[config.mk]
export PLATFORM = sky130hd
export DESIGN_NAME = seg7_scan_mux_flat
export DESIGN_NICKNAME = d
export VERILOG_FILES = /design/src/rtl/seg7_pkg.sv /design/src/rtl/seg7_scan_mux_if.sv /design/src/rtl/seg7_next_digit.sv /design/src/rtl/seg7_scan_mux.sv /design/src/flat_wrapper.sv
export SDC_FILE = /design/constraint.sdc
export NUM_CORES = 1
export LEC_CHECK = 0
export BUFFER_PORTS_ARGS = -buffer_cell sky130_fd_sc_hd__buf_2
export CAP_MARGIN = 20
export CORE_UTILIZATION = 40
export DETAILED_ROUTE_END_ITERATION = 8
export MAX_ROUTING_LAYER = met4
export PLACE_DENSITY = 0.61
export SKIP_CTS_REPAIR_TIMING = 1
export SYNTH_ARGS = -nofsm -noshare
export SYNTH_HDL_FRONTEND = slang
export SYNTH_SLANG_ARGS = --single-unit
[constraint.sdc]
create_clock -name clk -period 3.1 [get_ports clk]
set_clock_uncertainty 0.15 [all_clocks]
set_input_delay 0.93 -clock clk [delete_from_list [all_inputs] [get_ports clk]]
set_output_delay 0.93 -clock clk [all_outputs]
set_load 0.05 [all_outputs]
[src/rtl/seg7_pkg.sv]
// seg7_pkg: shared types and helpers for the multiplexed 7-segment scanner.
package seg7_pkg;

  localparam int unsigned SEG_W      = 7;
  localparam int unsigned MAX_DIGITS = 16;

  typedef logic [SEG_W-1:0] seg_t;

  localparam seg_t SEG_OFF = '0;

  // One-hot decode of a digit index, sized for the largest supported scanner.
  function automatic logic [MAX_DIGITS-1:0] onehot(input logic [3:0] idx);
    onehot      = '0;
    onehot[idx] = 1'b1;
  endfunction

endpackage

[src/rtl/seg7_scan_mux_if.sv]
// seg7_scan_mux_if: display-data side bundle for seg7_scan_mux.
// The brightness field exists only when SEG7_DIM_EN is defined.
interface seg7_scan_mux_if #(
  parameter int unsigned DIGITS = 4
`ifdef SEG7_DIM_EN
  ,
  parameter int unsigned CBITS  = 8
`endif
);
  import seg7_pkg::*;

  logic [SEG_W*DIGITS-1:0] segs;
  logic [DIGITS-1:0]       digit_en;
  logic                    blank;
`ifdef SEG7_DIM_EN
  logic [CBITS-1:0]        brightness;
`endif
  seg_t                    segment;
  logic [DIGITS-1:0]       anode;
  logic                    frame_tick;

  // Formatting logic that supplies patterns and observes the scan.
  modport master (
    output segs, digit_en, blank,
`ifdef SEG7_DIM_EN
    output brightness,
`endif
    input  segment, anode, frame_tick
  );

  // The scanner itself.
  modport slave (
    input  segs, digit_en, blank,
`ifdef SEG7_DIM_EN
    input  brightness,
`endif
    output segment, anode, frame_tick
  );

endinterface

[src/rtl/seg7_next_digit.sv]
// seg7_next_digit: rotating priority search for the next enabled digit,
// scanning idx+1 .. DIGITS-1, 0 .. idx. Purely combinational.
module seg7_next_digit #(
  parameter int unsigned DIGITS = 4,
  parameter int unsigned IW     = 2
) (
  input  logic [IW-1:0]     i_idx,
  input  logic [DIGITS-1:0] i_digit_en,
  output logic [IW-1:0]     o_nxt,
  output logic              o_any,
  output logic              o_wrap
);

  logic        w_found;
  int unsigned w_cand;

  // First enabled index after i_idx, wrapping; i_idx itself is tried last.
  always_comb begin
    o_nxt   = i_idx;
    w_found = 1'b0;
    w_cand  = 0;
    for (int unsigned k = 1; k <= DIGITS; k++) begin
      w_cand = (32'(i_idx) + k) % DIGITS;
      if (!w_found && i_digit_en[IW'(w_cand)]) begin
        o_nxt   = IW'(w_cand);
        w_found = 1'b1;
      end
    end
    o_any  = |i_digit_en;
    o_wrap = (o_nxt <= i_idx);
  end

endmodule

[src/rtl/seg7_scan_mux.sv]
// seg7_scan_mux: time-division multiplexer driving one shared 7-segment bus
// across DIGITS digits with a dwell of FREQ+1 clocks per enabled digit.
// Optional macro SEG7_DIM_EN adds a brightness input that gates the anode
// to the first `brightness` cycles of every dwell.
module seg7_scan_mux
  import seg7_pkg::*;
#(
  parameter int unsigned DIGITS = 4,
  parameter int unsigned FREQ   = 250,
  parameter int unsigned CBITS  = 8
) (
  input  logic          clk,
  input  logic          rst,
  seg7_scan_mux_if.slave bus
);

  localparam int unsigned IW = (DIGITS > 1) ? $clog2(DIGITS) : 1;

  if (64'(FREQ) >= (64'd1 << CBITS)) begin : g_freq_chk
    $error("seg7_scan_mux: FREQ must be smaller than 2**CBITS");
  end
  if (DIGITS < 2 || DIGITS > MAX_DIGITS) begin : g_digits_chk
    $error("seg7_scan_mux: DIGITS must be within 2..16");
  end

  logic [CBITS-1:0]  r_cnt;
  logic [IW-1:0]     r_idx;
  seg_t              r_pat;
  logic [DIGITS-1:0] r_sel;
  seg_t              r_segment;
  logic [DIGITS-1:0] r_anode;
  logic              r_tick;

  logic [IW-1:0]     w_nxt;
  logic              w_any;
  logic              w_wrap;
  logic              w_switch;
  seg_t              w_pat_nxt;
  logic [DIGITS-1:0] w_sel_nxt;

  seg7_next_digit #(
    .DIGITS (DIGITS),
    .IW     (IW)
  ) u_next (
    .i_idx      (r_idx),
    .i_digit_en (bus.digit_en),
    .o_nxt      (w_nxt),
    .o_any      (w_any),
    .o_wrap     (w_wrap)
  );

  // Latched pattern/select for the current digit; only changes at a switch.
  always_comb begin
    w_switch  = !(r_cnt < CBITS'(FREQ));
    w_pat_nxt = r_pat;
    w_sel_nxt = r_sel;
    if (w_switch) begin
      if (w_any) begin
        w_pat_nxt = bus.segs[32'(w_nxt)*SEG_W +: SEG_W];
        w_sel_nxt = DIGITS'(onehot(4'(w_nxt)));
      end else begin
        w_pat_nxt = SEG_OFF;
        w_sel_nxt = '0;
      end
    end
  end

  // Dwell counter, scan index and registered outputs. The latched pair
  // r_pat/r_sel is kept apart from the output registers so that blanking
  // only masks the outputs and release restores the current digit at once.
  always_ff @(posedge clk or posedge rst) begin
    if (rst) begin
      r_cnt     <= '0;
      r_idx     <= IW'(DIGITS-1);
      r_pat     <= SEG_OFF;
      r_sel     <= '0;
      r_segment <= SEG_OFF;
      r_anode   <= '0;
      r_tick    <= 1'b0;
    end else begin
      r_cnt <= w_switch ? '0 : r_cnt + 1'b1;
      if (w_switch && w_any) begin
        r_idx <= w_nxt;
      end
      r_pat     <= w_pat_nxt;
      r_sel     <= w_sel_nxt;
      r_segment <= bus.blank ? SEG_OFF : w_pat_nxt;
      r_anode   <= bus.blank ? '0 : w_sel_nxt;
      r_tick    <= w_switch && w_any && w_wrap;
    end
  end

  assign bus.segment    = r_segment;
  assign bus.frame_tick = r_tick;

`ifdef SEG7_DIM_EN
  logic [CBITS-1:0] r_bright;

  // Registered brightness so the anode gate depends only on flops.
  always_ff @(posedge clk or posedge rst) begin
    if (rst) begin
      r_bright <= '0;
    end else begin
      r_bright <= bus.brightness;
    end
  end

  assign bus.anode = r_anode & {DIGITS{r_cnt < r_bright}};
`else
  assign bus.anode = r_anode;
`endif

endmodule
[src/flat_wrapper.sv]
// flat-port wrapper written by rule: the top's interface ports become plain ports
module seg7_scan_mux_flat import seg7_pkg::*;
#(
  parameter int unsigned DIGITS = 4,
  parameter int unsigned FREQ   = 250,
  parameter int unsigned CBITS  = 8
)
  (clk, rst, bus_segs, bus_digit_en, bus_blank, bus_segment, bus_anode, bus_frame_tick);
  seg7_scan_mux_if #(.DIGITS(DIGITS)) bus_i ();
  input  logic clk;
  input  logic rst;
  input wire logic [$bits(bus_i.segs)-1:0] bus_segs;
  input wire logic [$bits(bus_i.digit_en)-1:0] bus_digit_en;
  input wire logic [$bits(bus_i.blank)-1:0] bus_blank;
  output wire logic [$bits(bus_i.segment)-1:0] bus_segment;
  output wire logic [$bits(bus_i.anode)-1:0] bus_anode;
  output wire logic [$bits(bus_i.frame_tick)-1:0] bus_frame_tick;
  assign bus_i.segs = bus_segs;
  assign bus_i.digit_en = bus_digit_en;
  assign bus_i.blank = bus_blank;
  assign bus_segment = bus_i.segment;
  assign bus_anode = bus_i.anode;
  assign bus_frame_tick = bus_i.frame_tick;
  seg7_scan_mux #(.DIGITS(DIGITS), .FREQ(FREQ), .CBITS(CBITS)) u_core (.clk(clk), .rst(rst), .bus(bus_i));
endmodule
==> flow_summary.html <==
<table>
<tr><th>Metric</th><th>Value</th></tr>
<tr><th colspan="2">Global routing</th></tr>
<tr><td>Pin count of the biggest net entering global routing</td><td>34</td></tr>
<tr><td>First-pass GRT wire length</td><td>6440 um</td></tr>
<tr><td>Via count of the first global-routing pass</td><td>1,366</td></tr>
<tr><td>Initial antenna violation count</td><td>0</td></tr>
<tr><td>Overflow left after global routing</td><td>0</td></tr>
<tr><td>All-Layer GR Usage</td><td>20.1%</td></tr>
<tr><th colspan="2">Final layout</th></tr>
<tr><td>Number of inserted diodes</td><td>0</td></tr>
<tr><td>Syn-to-layout area delta</td><td>20.3%</td></tr>
<tr><td>Count of nets after finishing</td><td>273</td></tr>
<tr><td>Utilization after layout</td><td>50.9%</td></tr>
<tr><td>Area of all placed cells without fillers</td><td>2080 um2</td></tr>
<tr><td>Layout fillers</td><td>405</td></tr>
<tr><td>Fraction of final layout cells sized beyond drive strength 1</td><td>26.6%</td></tr>
<tr><td>Area taken by multi-input logic gates</td><td>827 um2</td></tr>
<tr><td>Footprint of the flip-flops and latches</td><td>828 um2</td></tr>
<tr><th colspan="2">Logic synthesis</th></tr>
<tr><td>Mapped Area</td><td>1730 um2</td></tr>
<tr><td>Share of synthesized cell area in full adder, half adder and majority cells</td><td>1.45%</td></tr>
<tr><td>Synth async-reset ratio</td><td>100%</td></tr>
<tr><td>Number of enable-type register cells in the synthesized netlist</td><td>0</td></tr>
<tr><td>Flip-flop and latch count after synthesis</td><td>33</td></tr>
<tr><td>Synth top area share</td><td>44.9%</td></tr>
<tr><td>Xor/xnor cell area share of the yosys netlist</td><td>2.03%</td></tr>
<tr><td>Sequential cell area fraction in the yosys report</td><td>47.9%</td></tr>
<tr><td>Main combinational cell family by area after synthesis</td><td>simple AND/OR/NAND/NOR gates</td></tr>
<tr><td>Most numerous cell types in the synthesized netlist</td><td>sky130_fd_sc_hd__dfrtp_1, sky130_fd_sc_hd__nand2_1, sky130_fd_sc_hd__nand3_1, sky130_fd_sc_hd__o21ai_0, sky130_fd_sc_hd__a21o_1</td></tr>
<tr><td>Share of synthesized area spent on multiplexers</td><td>2.32%</td></tr>
<tr><td>Area fraction in compound gates after synthesis</td><td>19.3%</td></tr>
<tr><td>Most common flop cell mapped by yosys</td><td>sky130_fd_sc_hd__dfrtp_1</td></tr>
<tr><td>Top post-synthesis cells by area</td><td>sky130_fd_sc_hd__dfrtp_1, sky130_fd_sc_hd__nand3_1, sky130_fd_sc_hd__nand2_1, sky130_fd_sc_hd__a21o_1, sky130_fd_sc_hd__o21ai_0</td></tr>
<tr><td>Number of standard cells after synthesis</td><td>190</td></tr>
<tr><td>Most instantiated library cell after synthesis</td><td>sky130_fd_sc_hd__dfrtp_1</td></tr>
<tr><td>Fraction of the mapped netlist area in simple logic gates</td><td>22.7%</td></tr>
<tr><td>Syn_nets</td><td>227</td></tr>
<tr><td>Number of distinct library cells after synthesis</td><td>37</td></tr>
<tr><td>Cell accounting for the most synthesized area</td><td>sky130_fd_sc_hd__dfrtp_1</td></tr>
<tr><td>Number of warnings issued by yosys</td><td>0</td></tr>
<tr><td>Avg Inst Size Synth</td><td>9.09 um2</td></tr>
<tr><th colspan="2">Placed design</th></tr>
<tr><td>HPWL reported at the end of detailed placement</td><td>2810 um</td></tr>
<tr><td>Post-Place Cell Area</td><td>2000 um2</td></tr>
<tr><td>Final weighted congestion in routability-driven placement</td><td>0.957</td></tr>
<tr><td>Number of port buffers</td><td>46</td></tr>
<tr><th colspan="2">Critical path</th></tr>
<tr><td>Required time of the worst setup path</td><td>3.13 ns</td></tr>
<tr><td>FF-to-FF path depth</td><td>5</td></tr>
<tr><td>RR Startpoint</td><td>u_core.r_idx[0]</td></tr>
<tr><td>Crit path launch type</td><td>primary input</td></tr>
<tr><td>CP arrival</td><td>2.45 ns</td></tr>
<tr><td>Reg-to-reg setup timing slack</td><td>0.85 ns</td></tr>
<tr><td>Crit. End Element</td><td>flip-flop</td></tr>
<tr><td>Reg2reg end</td><td>u_core.bus.segment[4]</td></tr>
<tr><td>WS Path Type</td><td>in -&gt; reg</td></tr>
<tr><td>Max Fanout on Critical Path</td><td>9</td></tr>
<tr><th colspan="2">Pwr</th></tr>
<tr><td>Power Density</td><td>440 nW/um2</td></tr>
<tr><td>Static leakage</td><td>0.987 nW</td></tr>
<tr><td>Sum of internal, switching and leakage power</td><td>0.915 mW</td></tr>
<tr><td>Worst-case vdd ir drop</td><td>0.000224 V</td></tr>
<tr><th colspan="2">Floorplan</th></tr>
<tr><td>Floorplan Core Area</td><td>4090 um2</td></tr>
<tr><td>Die area</td><td>4590 um2</td></tr>
<tr><td>Effective utilization at floorplan</td><td>42.3%</td></tr>
<tr><td>Top-level I/O count</td><td>47</td></tr>
<tr><td>Width of the die</td><td>67.7 um</td></tr>
<tr><td>Std cell rows</td><td>23</td></tr>
<tr><td>Die Ht</td><td>67.7 um</td></tr>
<tr><th colspan="2">Clock tree</th></tr>
<tr><td>Deepest level of the CTS H-tree</td><td>2</td></tr>
<tr><td>Buffer cell driving the clock tree root</td><td>sky130_fd_sc_hd__clkbuf_8</td></tr>
<tr><td>Maximum buffer depth of the clock tree</td><td>2</td></tr>
<tr><td>Clk sink count</td><td>33</td></tr>
<tr><td>Skew-Pair Late Insertion Delay</td><td>0.28 ns</td></tr>
<tr><td>Number of CTS-inserted buffers</td><td>5</td></tr>
<tr><td>CTS clk-pin slew, worst paths</td><td>0.07 ns</td></tr>
<tr><td>Clock tree from TritonCTS</td><td>done</td></tr>
<tr><th colspan="2">Routing</th></tr>
<tr><td>Detailed Route WL</td><td>4020 um</td></tr>
<tr><td>Mean routed wirelength per cell</td><td>14.0 um</td></tr>
<tr><td>Remaining antenna violation count after routing</td><td>0</td></tr>
<tr><td>Detailed-route vias per instance</td><td>5.51</td></tr>
<tr><td>Post-route DRC violation count</td><td>0</td></tr>
<tr><td>Number of search-and-repair iterations in the first detailed-routing pass</td><td>4</td></tr>
<tr><td>Initial drt markers</td><td>88</td></tr>
<tr><td>Vias</td><td>1,580</td></tr>
<tr><th colspan="2">Min path</th></tr>
<tr><td>Worst Hold Path Cells</td><td>1</td></tr>
<tr><td>Hold EP</td><td>u_core.r_cnt[6]</td></tr>
<tr><td>HP Class</td><td>reg -&gt; reg</td></tr>
<tr><td>Beginning of the worst hold path</td><td>u_core.r_cnt[6]</td></tr>
<tr><th colspan="2">STA</th></tr>
<tr><td>Setup repair after global routing missed its margin</td><td>false</td></tr>
<tr><td>Final worst path period share</td><td>78.1%</td></tr>
<tr><td>Pins Over Slew Limit</td><td>0</td></tr>
<tr><td>Hold_ws</td><td>0.323 ns</td></tr>
<tr><td>Time the final worst path needs with I/O delays and setup</td><td>2.42 ns</td></tr>
<tr><td>Hold violation total from the final report</td><td>0</td></tr>
<tr><td>Final-report setup violation count</td><td>0</td></tr>
<tr><td>Worst relative slew slack</td><td>59.4%</td></tr>
<tr><td>Slew of the pin with the lowest slew margin</td><td>0.609 ns</td></tr>
<tr><td>Maximum frequency from static timing analysis</td><td>0.413 GHz</td></tr>
<tr><td>Final total negative setup slack</td><td>0 ns</td></tr>
<tr><th colspan="2">Flow run</th></tr>
<tr><td>Count of maximum capacitance violations</td><td>0</td></tr>
<tr><th colspan="2">Outcome</th></tr>
<tr><td>Outcome</td><td>finished, final reports clean</td></tr>
</table>
how the worst max path moves through the flow:
stage,start,slack (ns),cells past startpoint,end
floorplan,bus_digit_en[3],0.64,7,u_core.bus.segment[2]
CTS,bus_digit_en[3],0.71,7,u_core.bus.frame_tick
global placement,bus_digit_en[3],0.44,7,u_core.bus.frame_tick
finish,bus_digit_en[3],0.68,7,u_core.bus.frame_tick
detailed placement,bus_digit_en[3],0.41,7,u_core.bus.frame_tick
global route,bus_digit_en[3],0.57,7,u_core.bus.frame_tick
metrics by stage:
step / setup WS (ns) / instances
after global placement: 0.441 / 279
after CTS: 0.706 / 287
after floorplan: 0.639 / 190
after detailed placement: 0.413 / 279
after global routing: 0.574 / 287
final: 0.679 / 287
routing by layer:
metal / up-vias / GRT usage, % / wire length, um
li1: 769 / - / -
met1: 745 / 26.0 / 1870
met2: 57 / 29.6 / 1790
met3: 9 / 4.22 / 277
met4: 0 / 10.1 / 89
met5: - / - / 0
where the power goes:
group / total, mW / switching (mW) / internal (mW)
logic: 0.154 / 0.102 / 0.0525
registers: 0.449 / 0.00704 / 0.442
clock network: 0.311 / 0.156 / 0.155
cell type report:
class / count / area share, %
clock buffer: 6 / 3.49
sequential: 33 / 39.8
inverter: 3 / 0.542
timing repair buffer: 51 / 12.9
multi-input combinational: 142 / 39.8
clock inverter: 2 / 0.481
tap: 50 / 3.01
registers in the layout (all words and copies together) (netlist names):
name,cells
u_core.r_pat,7
u_core.bus.frame_tick,1
u_core.bus.anode,4
u_core.r_sel,4
u_core.bus.segment,7
u_core.r_idx,2
u_core.r_cnt,8
worst max-delay path, stage by stage:
cell and delay, ns:
sky130_fd_sc_hd__buf_2 0.14, sky130_fd_sc_hd__nand2b_1 0.16, sky130_fd_sc_hd__a21oi_1 0.49, sky130_fd_sc_hd__nor2_1 0.11
sky130_fd_sc_hd__ha_1 0.31, sky130_fd_sc_hd__nor2b_1 0.13, sky130_fd_sc_hd__o21a_1 0.17
cells in the final DEF, fill, tap and decap left out, drive strengths merged, types with 2 or more instances in the layout:
cell,n
o21ai,21
nor2b,5
nand2,26
xor2,2
inv,2
xnor2,2
buf,51
nor2,9
or4,2
dfstp,2
ha,2
a31oi,7
clkinv,3
nand2b,3
dfrtp,31
mux2i,4
nand3,20
o21a,2
a21oi,6
nor4,7
and2,2
a21o,12
clkbuf,6
cell families after synthesis:
logic type / after synthesis
fa+ha+maj: 2
mux: 4
simple gates: 79
flops: 33
compound gates: 53
buf+inv: 15
xor+xnor: 4
Note: power is estimated with default switching activity, not from simulation.
